`src/rtl/z80_rf_pkg.sv`:
```
// Shared constants and types for the banked Z80 register file.
// Optional write bypass is enabled by defining Z80_RF_WRITE_BYPASS_EN.
package z80_rf_pkg;

  localparam int REG_A = 0;
  localparam int REG_F = 1;
  localparam int REG_B = 2;
  localparam int REG_C = 3;
  localparam int REG_D = 4;
  localparam int REG_E = 5;
  localparam int REG_H = 6;
  localparam int REG_L = 7;

  typedef enum logic [1:0] {
    PAIR_BC = 2'd0,
    PAIR_DE = 2'd1,
    PAIR_HL = 2'd2,
    PAIR_SP = 2'd3
  } pair_e;

  typedef enum logic {
    ADDR_PC = 1'b0,
    ADDR_SP = 1'b1
  } addr_sel_e;

  // A and F follow the EX AF,AF' bank; every other register follows EXX.
  function automatic logic is_af_reg(input int idx);
    return idx < 2;
  endfunction

endpackage

```
`src/rtl/z80_regfile_banked_if.sv`:
```
// Sequencer/ALU-side bundle of the banked register file.
// Master drives controls and write data; slave is the register file itself.
interface z80_regfile_banked_if #(
  parameter int DW   = 8,
  parameter int NREG = 8,
  parameter int NRD  = 2,
  parameter int AW   = 16
) ();
  localparam int SW = $clog2(NREG);

  logic              wr_en;
  logic [SW-1:0]     wr_sel;
  logic [DW-1:0]     wr_data;
  logic              alu_wr_en;
  logic [SW-1:0]     alu_wr_sel;
  logic [DW-1:0]     alu_wr_data;
  logic              flag_we;
  logic [DW-1:0]     flag_in;
  logic [NRD*SW-1:0] rd_sel;
  logic [NRD*DW-1:0] rd_data;
  logic              ex_af;
  logic              exx;
  logic              pc_inc;
  logic              pc_load;
  logic [AW-1:0]     pc_load_val;
  logic              sp_inc;
  logic              sp_dec;
  logic              sp_load;
  logic              addr_sel;
  logic [AW-1:0]     addr_bus;
  logic [AW-1:0]     pc_out;
  logic [AW-1:0]     sp_out;
  logic              bank_af;
  logic              bank_gp;

  modport master (
    output wr_en, wr_sel, wr_data, alu_wr_en, alu_wr_sel, alu_wr_data,
           flag_we, flag_in, rd_sel, ex_af, exx, pc_inc, pc_load,
           pc_load_val, sp_inc, sp_dec, sp_load, addr_sel,
    input  rd_data, addr_bus, pc_out, sp_out, bank_af, bank_gp
  );

  modport slave (
    input  wr_en, wr_sel, wr_data, alu_wr_en, alu_wr_sel, alu_wr_data,
           flag_we, flag_in, rd_sel, ex_af, exx, pc_inc, pc_load,
           pc_load_val, sp_inc, sp_dec, sp_load, addr_sel,
    output rd_data, addr_bus, pc_out, sp_out, bank_af, bank_gp
  );

endinterface

```
`src/rtl/z80_rf_bank.sv`:
```
// One DW x NREG register bank with a pre-resolved per-register write port
// and NRD combinational read ports; selects >= NREG read as zero.
module z80_rf_bank
  import z80_rf_pkg::*;
#(
  parameter int DW   = 8,
  parameter int NREG = 8,
  parameter int NRD  = 2,
  parameter int SW   = $clog2(NREG)
) (
  input  logic              clk,
  input  logic              reset,
  input  logic [NREG-1:0]   we,
  input  logic [DW-1:0]     wdata [NREG],
  input  logic [NRD*SW-1:0] rd_sel,
  output logic [NRD*DW-1:0] rd_data,
  output logic [2*DW-1:0]   hl
);

  logic [DW-1:0] mem [NREG];

  // NOTE: the storage is flops, not RAM, so it is cleared by the async reset;
  // non-blocking assignments keep every element updating from pre-edge values.
  always_ff @(posedge clk or negedge reset) begin
    if (!reset) begin
      for (int i = 0; i < NREG; i++) mem[i] <= '0;
    end else begin
      for (int i = 0; i < NREG; i++) begin
        if (we[i]) mem[i] <= wdata[i];
      end
    end
  end

  // NOTE: default the whole output first so no path through the loop infers a latch.
  always_comb begin
    rd_data = '0;
    for (int k = 0; k < NRD; k++) begin
      if (int'(rd_sel[k*SW +: SW]) < NREG)
        rd_data[k*DW +: DW] = mem[rd_sel[k*SW +: SW]];
    end
  end

  assign hl = {mem[REG_H], mem[REG_L]};

endmodule

```
`src/rtl/z80_regfile_banked.sv`:
```
// Banked Z80 register file with PC/SP counters and address-bus mux.
// Define Z80_RF_WRITE_BYPASS_EN to forward same-cycle write data to read ports.
module z80_regfile_banked
  import z80_rf_pkg::*;
#(
  parameter int            DW       = 8,
  parameter int            NREG     = 8,
  parameter int            NRD      = 2,
  parameter int            AW       = 16,
  parameter logic [AW-1:0] PC_RESET = '0,
  localparam int           SW       = $clog2(NREG)
) (
  input  logic                 clk,
  input  logic                 reset,
  z80_regfile_banked_if.slave  rf
);

  logic              bank_af;
  logic              bank_gp;
  logic [AW-1:0]     pc;
  logic [AW-1:0]     sp;
  logic [NREG-1:0]   res_we;
  logic [DW-1:0]     res_data [NREG];
  logic [NREG-1:0]   reg_alt;
  logic [NRD*DW-1:0] rd0;
  logic [NRD*DW-1:0] rd1;
  logic [2*DW-1:0]   hl0;
  logic [2*DW-1:0]   hl1;
  logic [2*DW-1:0]   hl_act;
  logic [DW-1:0]     rd_word [NRD];

  // Priority per register: flag write > ALU write > bus write.
  always_comb begin
    for (int i = 0; i < NREG; i++) begin
      res_we[i]   = 1'b0;
      res_data[i] = '0;
      if (rf.wr_en && int'(rf.wr_sel) == i) begin
        res_we[i]   = 1'b1;
        res_data[i] = rf.wr_data;
      end
      if (rf.alu_wr_en && int'(rf.alu_wr_sel) == i) begin
        res_we[i]   = 1'b1;
        res_data[i] = rf.alu_wr_data;
      end
      if (i == REG_F && rf.flag_we) begin
        res_we[i]   = 1'b1;
        res_data[i] = rf.flag_in;
      end
    end
  end

  always_comb begin
    for (int i = 0; i < NREG; i++) reg_alt[i] = is_af_reg(i) ? bank_af : bank_gp;
  end

  // Writes go to whichever bank is active before the edge, even during a swap.
  z80_rf_bank #(.DW(DW), .NREG(NREG), .NRD(NRD), .SW(SW)) u_bank0 (
    .clk     (clk),
    .reset   (reset),
    .we      (res_we & ~reg_alt),
    .wdata   (res_data),
    .rd_sel  (rf.rd_sel),
    .rd_data (rd0),
    .hl      (hl0)
  );

  z80_rf_bank #(.DW(DW), .NREG(NREG), .NRD(NRD), .SW(SW)) u_bank1 (
    .clk     (clk),
    .reset   (reset),
    .we      (res_we & reg_alt),
    .wdata   (res_data),
    .rd_sel  (rf.rd_sel),
    .rd_data (rd1),
    .hl      (hl1)
  );

  for (genvar k = 0; k < NRD; k++) begin : g_rd
    logic [SW-1:0] sel;
    logic          use_alt;
    assign sel     = rf.rd_sel[k*SW +: SW];
    assign use_alt = is_af_reg(int'(sel)) ? bank_af : bank_gp;
`ifdef Z80_RF_WRITE_BYPASS_EN
    logic hit;
    assign hit        = (int'(sel) < NREG) && res_we[sel];
    assign rd_word[k] = hit     ? res_data[sel]
                      : use_alt ? rd1[k*DW +: DW] : rd0[k*DW +: DW];
`else
    assign rd_word[k] = use_alt ? rd1[k*DW +: DW] : rd0[k*DW +: DW];
`endif
  end

  always_comb begin
    rf.rd_data = '0;
    for (int k = 0; k < NRD; k++) rf.rd_data[k*DW +: DW] = rd_word[k];
  end

  always_ff @(posedge clk or negedge reset) begin
    if (!reset) begin
      bank_af <= 1'b0;
      bank_gp <= 1'b0;
    end else begin
      if (rf.ex_af) bank_af <= ~bank_af;
      if (rf.exx)   bank_gp <= ~bank_gp;
    end
  end

  always_ff @(posedge clk or negedge reset) begin
    if (!reset)          pc <= PC_RESET;
    else if (rf.pc_load) pc <= rf.pc_load_val;
    else if (rf.pc_inc)  pc <= pc + AW'(1);
  end

  // SP loads from the pre-edge HL pair of the active general bank.
  assign hl_act = bank_gp ? hl1 : hl0;

  always_ff @(posedge clk or negedge reset) begin
    if (!reset)                        sp <= '1;
    else if (rf.sp_load)               sp <= AW'(hl_act);
    else if (rf.sp_inc && !rf.sp_dec)  sp <= sp + AW'(1);
    else if (rf.sp_dec && !rf.sp_inc)  sp <= sp - AW'(1);
  end

  assign rf.addr_bus = (addr_sel_e'(rf.addr_sel) == ADDR_SP) ? sp : pc;
  assign rf.pc_out   = pc;
  assign rf.sp_out   = sp;
  assign rf.bank_af  = bank_af;
  assign rf.bank_gp  = bank_gp;

endmodule

```
`src/flat_wrapper.sv`:
```
// flat-port wrapper written by rule: the top's interface ports become plain ports
module z80_regfile_banked_flat import z80_rf_pkg::*;
#(
  parameter int            DW       = 8,
  parameter int            NREG     = 8,
  parameter int            NRD      = 2,
  parameter int            AW       = 16,
  parameter logic [AW-1:0] PC_RESET = '0,
  localparam int           SW       = $clog2(NREG)
)
  (clk, reset, rf_wr_en, rf_wr_sel, rf_wr_data, rf_alu_wr_en, rf_alu_wr_sel, rf_alu_wr_data, rf_flag_we, rf_flag_in, rf_rd_sel, rf_ex_af, rf_exx, rf_pc_inc, rf_pc_load, rf_pc_load_val, rf_sp_inc, rf_sp_dec, rf_sp_load, rf_addr_sel, rf_rd_data, rf_addr_bus, rf_pc_out, rf_sp_out, rf_bank_af, rf_bank_gp);
  z80_regfile_banked_if #(.DW(DW), .NREG(NREG), .NRD(NRD), .AW(AW)) rf_i ();
  input  logic clk;
  input  logic reset;
  input wire logic [$bits(rf_i.wr_en)-1:0] rf_wr_en;
  input wire logic [$bits(rf_i.wr_sel)-1:0] rf_wr_sel;
  input wire logic [$bits(rf_i.wr_data)-1:0] rf_wr_data;
  input wire logic [$bits(rf_i.alu_wr_en)-1:0] rf_alu_wr_en;
  input wire logic [$bits(rf_i.alu_wr_sel)-1:0] rf_alu_wr_sel;
  input wire logic [$bits(rf_i.alu_wr_data)-1:0] rf_alu_wr_data;
  input wire logic [$bits(rf_i.flag_we)-1:0] rf_flag_we;
  input wire logic [$bits(rf_i.flag_in)-1:0] rf_flag_in;
  input wire logic [$bits(rf_i.rd_sel)-1:0] rf_rd_sel;
  input wire logic [$bits(rf_i.ex_af)-1:0] rf_ex_af;
  input wire logic [$bits(rf_i.exx)-1:0] rf_exx;
  input wire logic [$bits(rf_i.pc_inc)-1:0] rf_pc_inc;
  input wire logic [$bits(rf_i.pc_load)-1:0] rf_pc_load;
  input wire logic [$bits(rf_i.pc_load_val)-1:0] rf_pc_load_val;
  input wire logic [$bits(rf_i.sp_inc)-1:0] rf_sp_inc;
  input wire logic [$bits(rf_i.sp_dec)-1:0] rf_sp_dec;
  input wire logic [$bits(rf_i.sp_load)-1:0] rf_sp_load;
  input wire logic [$bits(rf_i.addr_sel)-1:0] rf_addr_sel;
  output wire logic [$bits(rf_i.rd_data)-1:0] rf_rd_data;
  output wire logic [$bits(rf_i.addr_bus)-1:0] rf_addr_bus;
  output wire logic [$bits(rf_i.pc_out)-1:0] rf_pc_out;
  output wire logic [$bits(rf_i.sp_out)-1:0] rf_sp_out;
  output wire logic [$bits(rf_i.bank_af)-1:0] rf_bank_af;
  output wire logic [$bits(rf_i.bank_gp)-1:0] rf_bank_gp;
  assign rf_i.wr_en = rf_wr_en;
  assign rf_i.wr_sel = rf_wr_sel;
  assign rf_i.wr_data = rf_wr_data;
  assign rf_i.alu_wr_en = rf_alu_wr_en;
  assign rf_i.alu_wr_sel = rf_alu_wr_sel;
  assign rf_i.alu_wr_data = rf_alu_wr_data;
  assign rf_i.flag_we = rf_flag_we;
  assign rf_i.flag_in = rf_flag_in;
  assign rf_i.rd_sel = rf_rd_sel;
  assign rf_i.ex_af = rf_ex_af;
  assign rf_i.exx = rf_exx;
  assign rf_i.pc_inc = rf_pc_inc;
  assign rf_i.pc_load = rf_pc_load;
  assign rf_i.pc_load_val = rf_pc_load_val;
  assign rf_i.sp_inc = rf_sp_inc;
  assign rf_i.sp_dec = rf_sp_dec;
  assign rf_i.sp_load = rf_sp_load;
  assign rf_i.addr_sel = rf_addr_sel;
  assign rf_rd_data = rf_i.rd_data;
  assign rf_addr_bus = rf_i.addr_bus;
  assign rf_pc_out = rf_i.pc_out;
  assign rf_sp_out = rf_i.sp_out;
  assign rf_bank_af = rf_i.bank_af;
  assign rf_bank_gp = rf_i.bank_gp;
  z80_regfile_banked #(.DW(DW), .NREG(NREG), .NRD(NRD), .AW(AW), .PC_RESET(PC_RESET)) u_core (.clk(clk), .reset(reset), .rf(rf_i));
endmodule
```
`config.mk`:
```
export PLATFORM = sky130hd
export DESIGN_NAME = z80_regfile_banked_flat
export DESIGN_NICKNAME = d
export VERILOG_FILES = /design/src/rtl/z80_rf_pkg.sv /design/src/rtl/z80_regfile_banked_if.sv /design/src/rtl/z80_rf_bank.sv /design/src/rtl/z80_regfile_banked.sv /design/src/flat_wrapper.sv
export SDC_FILE = /design/constraint.sdc
export NUM_CORES = 1
export LEC_CHECK = 0
export CAP_MARGIN = 20
export CORE_MARGIN = 2
export CORE_UTILIZATION = 50
export DETAILED_ROUTE_END_ITERATION = 12
export MAX_ROUTING_LAYER = met4
export PLACE_DENSITY_LB_ADDON = 0.12
export REMOVE_ABC_BUFFERS = 1
export SLEW_MARGIN = 20
export SYNTH_ARGS = -nofsm -noshare
export SYNTH_HDL_FRONTEND = slang
export SYNTH_SLANG_ARGS = --single-unit
```
`constraint.sdc`:
```
create_clock -name clk -period 5.25 [get_ports clk]
set_input_delay 0.525 -clock clk [delete_from_list [all_inputs] [get_ports clk]]
set_output_delay 0.525 -clock clk [all_outputs]
set_load 0.02 [all_outputs]
```
==> metrics.txt, run 1 <==
# diodes=0; register area share after synthesis=39.8%; FF-to-FF setup slack=2570 ps; crit-path cells=clkdlybuf4s50_1, buf_4, mux4_2, mux4_2, clkdlybuf4s50_1; CP Launch Type=primary input; Die Span X=147 µm; Post-Route WL=28.5 mm; max frequency=0.272 GHz; minimum clock period=3670 ps; Syn. warnings=0; final cell count without fillers=1331; first-pass GRT wire length=45.2 mm; clk root buf=clkbuf_16; fill cell count=1703; Syn Inst Count=956; DR vias/cell=6.09; slowest CP cell=clkdlybuf4s50_1; clk_skew=8.13 ps; top-count cell post-synth=dfrtp_1; Worst-Margin Slew=1050 ps; number of setup violations in the final report=0; top cell type by total area after synthesis=dfrtp_1; Placed Area=0.0117 mm²; crit end category=output pin; hpwl dp=21.2 mm; gr usage total=28.1%; hold bufs inserted after CTS=0; DIE AREA=0.0216 mm²; Post-synth ARST share=100%; post-CTS setup buffer count=0; Max Slew Vio Count=0; Tcrit/Tclk final=69.9%; post-synth top area share=35.7%; placed cell count=1299; max_cap viols=0; Final Power=6.82 mW; CTS Buffer Depth=2; Post-synth top flop=dfrtp_1; Remaining Overflow, GRT=0; Worst Path Arrival=3150 ps; Avg Inst Size Synth=10.7 µm²; Nets=1131; Crit path largest cell delay=760 ps; CTS H-tree lvls=4; Power Density=556 mW/mm²; worst endpoint required time=4720 ps; Reg clk slew, reported paths=70 ps; Post-Route Setup TNS=0 ps; worst-skew pair later-pin latency=440 ps; HP Class=in2async; RSZ-0062 raised after global routing=no; VDD IR max=306 µV; Final Instance Area=0.0123 mm²; crit-path max FO=25; Leak=5.03 nW; largest cells by area after synthesis=dfrtp_1, mux4_2, mux2i_1, o21ai_0, dfstp_2; IO Port Bufs=130; smallest hold slack=64.4 ps; Area Growth Syn to Fin=19.9%; ANT nets after route=0; CTS tree=built; Setup CP Type=in2out; core area=0.0202 mm²; FF+latch count, synth=162; layout cells sized above 1=19.1%; synth unique cells=57; total CTS buffers=17; Boundary Pins=131; clk sink count=162; synthesized area=0.0102 mm²; relative slew slack=29.7%; Die H=147 µm; EDFF count, synth=0; vias in the first global route=7896; First DRT Iteration DRCs=560; status=finished, final reports clean; top cells by count, synth=dfrtp_1, nand2_1, o21ai_0; site row count=52; Resized cells post-CTS=0; Initial Util=50.7%; routed len/inst=21.4 µm; DRC Markers=0; Final Hold Vio Count=0; Vias=8103; Placer Congestion=0.899; DR pass1 iterations=5; largest net degree at the start of global routing=61; initial antenna violation count=0
power by group:
group	total [mW]	internal (mW)	switching, mW
sequential	2.52	1.87	0.654
clock	1.24	0.669	0.570
combinational	3.06	1.60	1.45
total	6.82	4.14	2.68
cells in the final DEF, fill, tap and decap left out, types with 5 or more instances in the layout:
master,n
nor2_1,75
clkdlybuf4s50_1,127
a22oi_1,12
nand2b_1,5
o21ai_0,91
nor3_1,9
mux2_1,8
xnor2_1,9
and3_1,8
o21ai_1,9
a21oi_1,77
mux2i_1,61
mux4_2,80
dfstp_2,16
ha_1,17
dfrtp_1,145
clkbuf_16,17
nand3_1,13
nand4_1,6
mux2_2,30
xor2_1,19
a21o_1,7
a22o_1,6
nand2_1,111
buf_4,21
inv_1,9
per-layer routing:
metal  global-route usage (%)  up-vias  wire length (µm)  share of wire, %
met4                     6.49        0               409               1.4
met1                     39.1     4041             12300                43
met5                        -        -                 0                 0
met2                     43.8      330             13800                49
met3                     5.00       33              1880               6.6
li1                         -     3699                 -                 -
sequential cells by signal (all words and copies together) (netlist names):
signal	flops
u_core.rf.sp_out	16
u_core.u_bank1.hl	16
u_core.u_bank0.hl	16
u_core.rf.bank_af	1
u_core.rf.bank_gp	1
u_core.rf.pc_out	16
u_core.u_bank1.mem	48
u_core.u_bank0.mem	48
area by class of cell:
| cell class | count | area (µm²) | area share [%] |
|---|---|---|---|
| Multi-Input combinational cell | 707 | 5790 | 47.2 |
| Sequential cell | 162 | 4080 | 33.2 |
| Timing Repair Buffer | 151 | 1450 | 11.8 |
| Clock buffer | 17 | 425 | 3.47 |
| Tap cell | 270 | 338 | 2.76 |
| Clock inverter | 15 | 149 | 1.21 |
| Inverter | 9 | 33.8 | 0.276 |
through the flow:
stage               worst slack, ps  utilization [%]
floorplan                      2380                -
global placement               1420             57.9
detailed placement             1360             57.9
CTS                            1360             60.7
global route                   1510             60.8
finish                         1580             60.8
path summary, 6_finish.rpt:
kind	from	endpoint	cells after the start
min in group clk	u_core.u_bank1.mem[42]	u_core.u_bank1.mem[42]	2
worst min-delay path	reset	u_core.u_bank0.mem[49]	1
worst min register to register	u_core.u_bank1.mem[42]	u_core.u_bank1.mem[42]	2
worst max-delay path	rf_rd_sel[4]	rf_rd_data[15]	5
worst max register to register	u_core.rf.sp_out[0]	u_core.rf.sp_out[12]	9
max in group asynchronous	reset	u_core.u_bank0.hl[14]	2
kinds of logic (layout without fill, tap and decap cells):
group | after synthesis | after routing | synth area share [%]
XOR/XNOR | 28 | 28 | 2.40
adder cells (fa/ha/maj) | 18 | 18 | 2.28
buffers and inverters | 87 | 192 | 3.82
AND/OR/NAND/NOR | 255 | 255 | 11.3
flip-flops | 162 | 162 | 39.8
multiplexers | 181 | 181 | 28.0
AO/OA/AOI/OAI | 225 | 225 | 12.4
worst max-delay path: cells and delay by family:
| family | cells | cell delay, ps |
|---|---|---|
| mux | 2 | 870 |
| buf+inv | 3 | 1740 |
(Power assumes the default switching activity.)
==> inputs of run 2 (changes only) <==
==> constraint.sdc (replaced) <==
create_clock -name clk -period 3.6 [get_ports clk]
set_input_delay 0.36 -clock clk [delete_from_list [all_inputs] [get_ports clk]]
set_output_delay 0.36 -clock clk [all_outputs]
set_load 0.02 [all_outputs]
==> metrics.txt, run 2 (same netlist as run 1, synthesis figures left out) <==
crit end category=output pin; final core occ=61.4% (+0.58 points); max frequency=0.342 GHz; Setup CP Type=in2out; ANT nets after route=0 (unchanged); Reg area=0.00408 mm² (unchanged); Final Power=9.96 mW (+46%); CP Capture Point=rf_rd_data[12]; Worst Path Arrival=2570 ps (-580 ps); hpwl dp=21.6 mm (+1.8%); VDD IR max=602 µV (+97%); clk root buf=clkbuf_16; gr usage total=28.2% (+0.055 points); CTS H-tree lvls=4 (unchanged); core area=0.0202 mm² (unchanged); clk_skew=9.22 ps (+1.09 ps); Reg clk slew, reported paths=60 ps (about the same); DRC Markers=0 (unchanged); Post-Route Setup TNS=0 ps (unchanged); Remaining Overflow, GRT=0 (unchanged); first-pass GRT wire length=45.1 mm (-0.12%); RSZ-0062 raised after global routing=no; Crit. Startpoint=rf_rd_sel[4]; worst r2r src=u_core.rf.sp_out[0]; CTS tree=built; reg2reg end=u_core.rf.sp_out[12]; Final Instance Area=0.0124 mm² (+0.96%); Placer Congestion=0.892 (-0.86%); status=finished, final reports clean; Max Slew Vio Count=0 (unchanged); Power Density=804 mW/mm² (+45%); CP Launch Type=primary input; worst-skew pair later-pin latency=430 ps (about the same); largest registers=u_core.u_bank0.mem (48), u_core.u_bank1.mem (48); fill cell count=1695 (-0.47%); commonest non-fill, non-tap cell in the layout=dfrtp_1; max_cap viols=0 (unchanged); largest net degree at the start of global routing=68 (+11%); crit-path max FO=33 (+32%); Nets=1139 (+0.71%); CTS Buffer Depth=2 (unchanged); routed len/inst=21.4 µm (+0.14%); Boundary Pins=131 (unchanged); DIE AREA=0.0216 mm² (unchanged); Die H=147 µm (unchanged); worst endpoint required time=3240 ps (-1480 ps); Worst Reg-to-Reg Cells=9 (unchanged); HP Class=in2async; Initial Util=50.7% (unchanged); initial antenna violation count=0 (unchanged); Worst-Margin Slew=1040 ps (-7.58 ps); Tcrit/Tclk final=81.3%; Placed Area=0.0118 mm² (+0.99%); number of setup violations in the final report=0 (unchanged); IO Port Bufs=130 (unchanged); Area Growth Syn to Fin=21.0%; Final Hold Vio Count=0 (unchanged); clk sink count=162 (unchanged); vias in the first global route=7974 (+0.99%); First DRT Iteration DRCs=496 (-11%); Die Span X=147 µm (unchanged); layout cells sized above 1=19.3% (+0.14 points); FF-to-FF setup slack=1050 ps (-1520 ps); Multi-input gate area=0.00578 mm² (-0.19%); relative slew slack=30.0% (+0.30 points); total CTS buffers=17 (unchanged); DR pass1 iterations=5 (unchanged); # diodes=0 (unchanged); Leak=5.09 nW (+1.2%); DR vias/cell=5.96 (-2.1%); minimum clock period=2930 ps; Vias=7983 (-1.5%); Post-Route WL=28.7 mm (+0.74%); site row count=52 (unchanged); most frequent cells in the layout=dfrtp_1, clkdlybuf4s50_1, nand2_1, o21ai_0, mux4_2
-- run 2: changes by cell type in the layout (fill, tap and decap cells not counted), moves of 2 or more --
| cell | before | now |
|---|---|---|
| buf_12 | 0 | 5 |
| buf_4 | 21 | 23 |
| clkinv_2 | 3 | 5 |
| clkinv_4 | 1 | 3 |
| inv_6 | 4 | 1 |
| inv_8 | 4 | 0 |
| mux2i_1 | 61 | 63 |
| mux2i_2 | 2 | 0 |
-- run 2: worst max-delay path, stage by stage --
cell	delay, ps
clkdlybuf4s50_1	500
buf_12	230
mux4_2	370
mux4_2	530
clkdlybuf4s50_1	560
-- run 2: worst min-delay path by stage --
stage,start,end,slack [ps],cells past startpoint
2_1_floorplan,reset,u_core.rf.bank_af,60,0
3_3_place_gp,reset,u_core.u_bank0.mem[49],360,1
3_5_place_dp,reset,u_core.u_bank0.mem[49],360,1
4_1_cts,reset,u_core.u_bank1.mem[33],480,2
5_1_grt,rf_pc_load_val[5],u_core.rf.pc_out[5],480,3
6_report,reset,u_core.u_bank0.mem[49],450,2
-- run 2: where the power goes --
group	internal [mW]	switching, mW	total, mW
clock network	1.04	0.772	1.81
registers	2.72	0.870	3.59
logic	2.37	2.18	4.55
-- run 2: what timing repair did --
action / in CTS / in global routing
endpoints found under the hold margin: 42 / 0
hold buffers: 1 / 0
gates resized for setup: 0 / 0
setup buffers: 0 / 0
setup endpoints to repair: 0 / 0
-- run 2: cell type report --
type / count / area share (%)
tap: 270 / 2.73
multi-input combinational: 707 / 46.7
timing repair buffer: 159 / 12.7
sequential: 162 / 32.9
clock inverter: 13 / 1.09
inverter: 9 / 0.273
clock buffer: 19 / 3.58
-- run 2: stage by stage --
stage               hold WS, ps  cells  setup WS, ps
global placement            362   1306           384
detailed placement          360   1306           331
global route                485   1339           576
finish                      451   1339           674
floorplan                  64.4    878           896
CTS                         480   1339           697
-- run 2: per-layer routing --
layer  vias to the layer above  wire, µm  track usage [%]
met1                      3927     12400             36.9
met4                         0       702             8.03
met3                        49      1530             4.50
li1                       3736         -                -
met2                       271     14100             46.1
met5                         -         0                -
==> inputs of run 3 (changes only) <==
==> constraint.sdc (replaced) <==
create_clock -name clk -period 3 [get_ports clk]
set_input_delay 0.3 -clock clk [delete_from_list [all_inputs] [get_ports clk]]
set_output_delay 0.3 -clock clk [all_outputs]
set_load 0.02 [all_outputs]
==> metrics.txt, run 3 (same netlist as run 1, synthesis figures left out) <==
status=finished, final reports clean; worst-skew pair later-pin latency=430 ps (about the same); hold depth=3; Worst Reg-to-Reg Cells=9 (unchanged); critical path depth=5 (unchanged); number of setup violations in the final report=0 (unchanged); setup ws final=188 ps (-486 ps); largest registers=u_core.u_bank0.mem (48), u_core.u_bank1.mem (48); site row count=52 (unchanged); most frequent cells in the layout=dfrtp_1, clkdlybuf4s50_1, nand2_1, o21ai_0, mux4_2; Power Density=978 mW/mm² (+22%); DR pass1 iterations=5 (unchanged); FF-to-FF setup slack=490 ps (-560 ps); hpwl dp=21.6 mm (about the same); VDD IR max=657 µV (+9.2%); Setup CP Type=in2out; largest net degree at the start of global routing=85 (+25%); max frequency=0.356 GHz; Crit path largest cell delay=560 ps (about the same); Buf/Inv on CP=3 (unchanged); Reg clk slew, reported paths=60 ps (about the same); IO Port Bufs=130 (unchanged); CTS H-tree lvls=4 (unchanged); Placed Area=0.0119 mm² (+0.64%); first-pass GRT wire length=46.1 mm (+2.1%); # diodes=0 (unchanged); layout cells sized above 1=20.0% (+0.77 points); Placer Congestion=0.880 (-1.3%); Post-Route M1 WL=12.2 mm (-1.0%); met3 routed WL=1.85 mm (+21%); First DRT Iteration DRCs=476 (-4.0%); Hold Startpoint=rf_pc_load_val[9]; Tcrit/Tclk final=93.7%; total CTS buffers=17 (unchanged); vias in the first global route=8327 (+4.4%); Max Slew Vio Count=0 (unchanged); fill cell count=1697 (+0.12%); Initial Util=50.7% (unchanged); Resized cells post-CTS=0 (unchanged); ANT nets after route=0 (unchanged); Final Power=12.3 mW (+23%); Worst Path Arrival=2510 ps (-60 ps); minimum clock period=2810 ps; clk sink count=162 (unchanged); DRC Markers=0 (unchanged); Worst-Margin Slew=942 ps (-102 ps); Leak=5.17 nW (+1.7%); core area=0.0202 mm² (unchanged); DIE AREA=0.0216 mm² (unchanged); routed len/inst=21.6 µm (+0.96%); crit end category=output pin; Final Instance Area=0.0125 mm² (+1.2%); Post-Route Setup TNS=0 ps (unchanged); Max Used Layer=met4; CP Launch Type=primary input; clk root buf=clkbuf_16; commonest non-fill, non-tap cell in the layout=dfrtp_1; CTS Buffer Depth=2 (unchanged); final core occ=62.1% (+0.73 points); worst slack, placed=29.2 ps (-302 ps); slowest CP cell=clkdlybuf4s50_1; clk_skew=7.14 ps (-2.08 ps); crit-path cells=clkdlybuf4s50_1, buf_12, mux4_2, mux4_2, clkdlybuf4s50_1; initial antenna violation count=0 (unchanged); Post-Route WL=29.1 mm (+1.6%); crit-path max FO=33 (unchanged); met2 wire len=14.4 mm (+2.2%); max_cap viols=0 (unchanged); Die Span X=147 µm (unchanged); DR vias/cell=6.06 (+1.6%); relative slew slack=37.0% (+7.0 points); Remaining Overflow, GRT=0 (unchanged); reg2reg end=u_core.rf.sp_out[12]; gr usage total=28.6% (+0.44 points); RSZ-0062 raised after global routing=no; Nets=1149 (+0.88%); worst r2r src=u_core.rf.sp_out[0]; top cell family by delay on the critical path=buffers and inverters; HP Class=in2reg; Final Hold Vio Count=0 (unchanged); worst endpoint required time=2700 ps (-540 ps); Min-Delay Endpoint=u_core.rf.pc_out[9]; CTS tree=built; Area Growth Syn to Fin=22.5%; Boundary Pins=131 (unchanged); Die H=147 µm (unchanged); Vias=8163 (+2.3%)
## run 3: changes by cell type in the layout (fill, tap and decap cells not counted)
cell        change
buf_4          +10
clkinv_4        -1
clkinvlp_4      -2
bufinv_16       +3
o21ai_1         -1
o21ai_2         +1
inv_6           +2
clkinv_2        -3
## run 3: how the worst max path moves through the flow
stage                                 from                     end  slack [ps]
final                         rf_rd_sel[4]          rf_rd_data[10]         190
after global routing          rf_rd_sel[4]          rf_rd_data[12]         140
after CTS                     rf_rd_sel[4]          rf_rd_data[15]         210
after detailed placement         rf_sp_inc    u_core.rf.sp_out[14]          30
after global placement           rf_sp_inc    u_core.rf.sp_out[14]          90
after floorplan           rf_alu_wr_sel[2]  u_core.u_bank1.mem[40]         360
## run 3: metal layers
layer	track usage (%)	up-vias
met5	-	-
met4	8.22	0
met3	4.69	50
met2	46.2	326
met1	37.8	4056
li1	-	3731
## run 3: worst min-delay path, stage by stage
cell	delay, ps
clkdlybuf4s50_1	390
nand2_1	60
o21ai_0	60
## run 3: layout make-up
| class | instances | area [µm²] | share of cell area (%) |
|---|---|---|---|
| Clock buffer | 19 | 443 | 3.54 |
| Sequential cell | 162 | 4080 | 32.5 |
| Clock inverter | 12 | 204 | 1.63 |
| Timing Repair Buffer | 169 | 1650 | 13.2 |
| Tap cell | 270 | 338 | 2.70 |
| Multi-Input combinational cell | 707 | 5780 | 46.2 |
| Inverter | 9 | 33.8 | 0.270 |
## run 3: repair_timing
action	in CTS	in global routing
endpoints found under the hold margin	74	0
hold buffers	1	0
setup buffers	0	0
## run 3: stage by stage
stage                     hold WS, ps  instances
after global placement            427       1316
after floorplan                  4.41        878
final                             429       1348
after CTS                         418       1348
after detailed placement          426       1316
after global routing              427       1348
## run 3: power by group
part	internal (mW)	total (mW)	switching, mW
combinational	2.86	5.50	2.65
sequential	3.27	4.33	1.06
clock	1.50	2.42	0.917
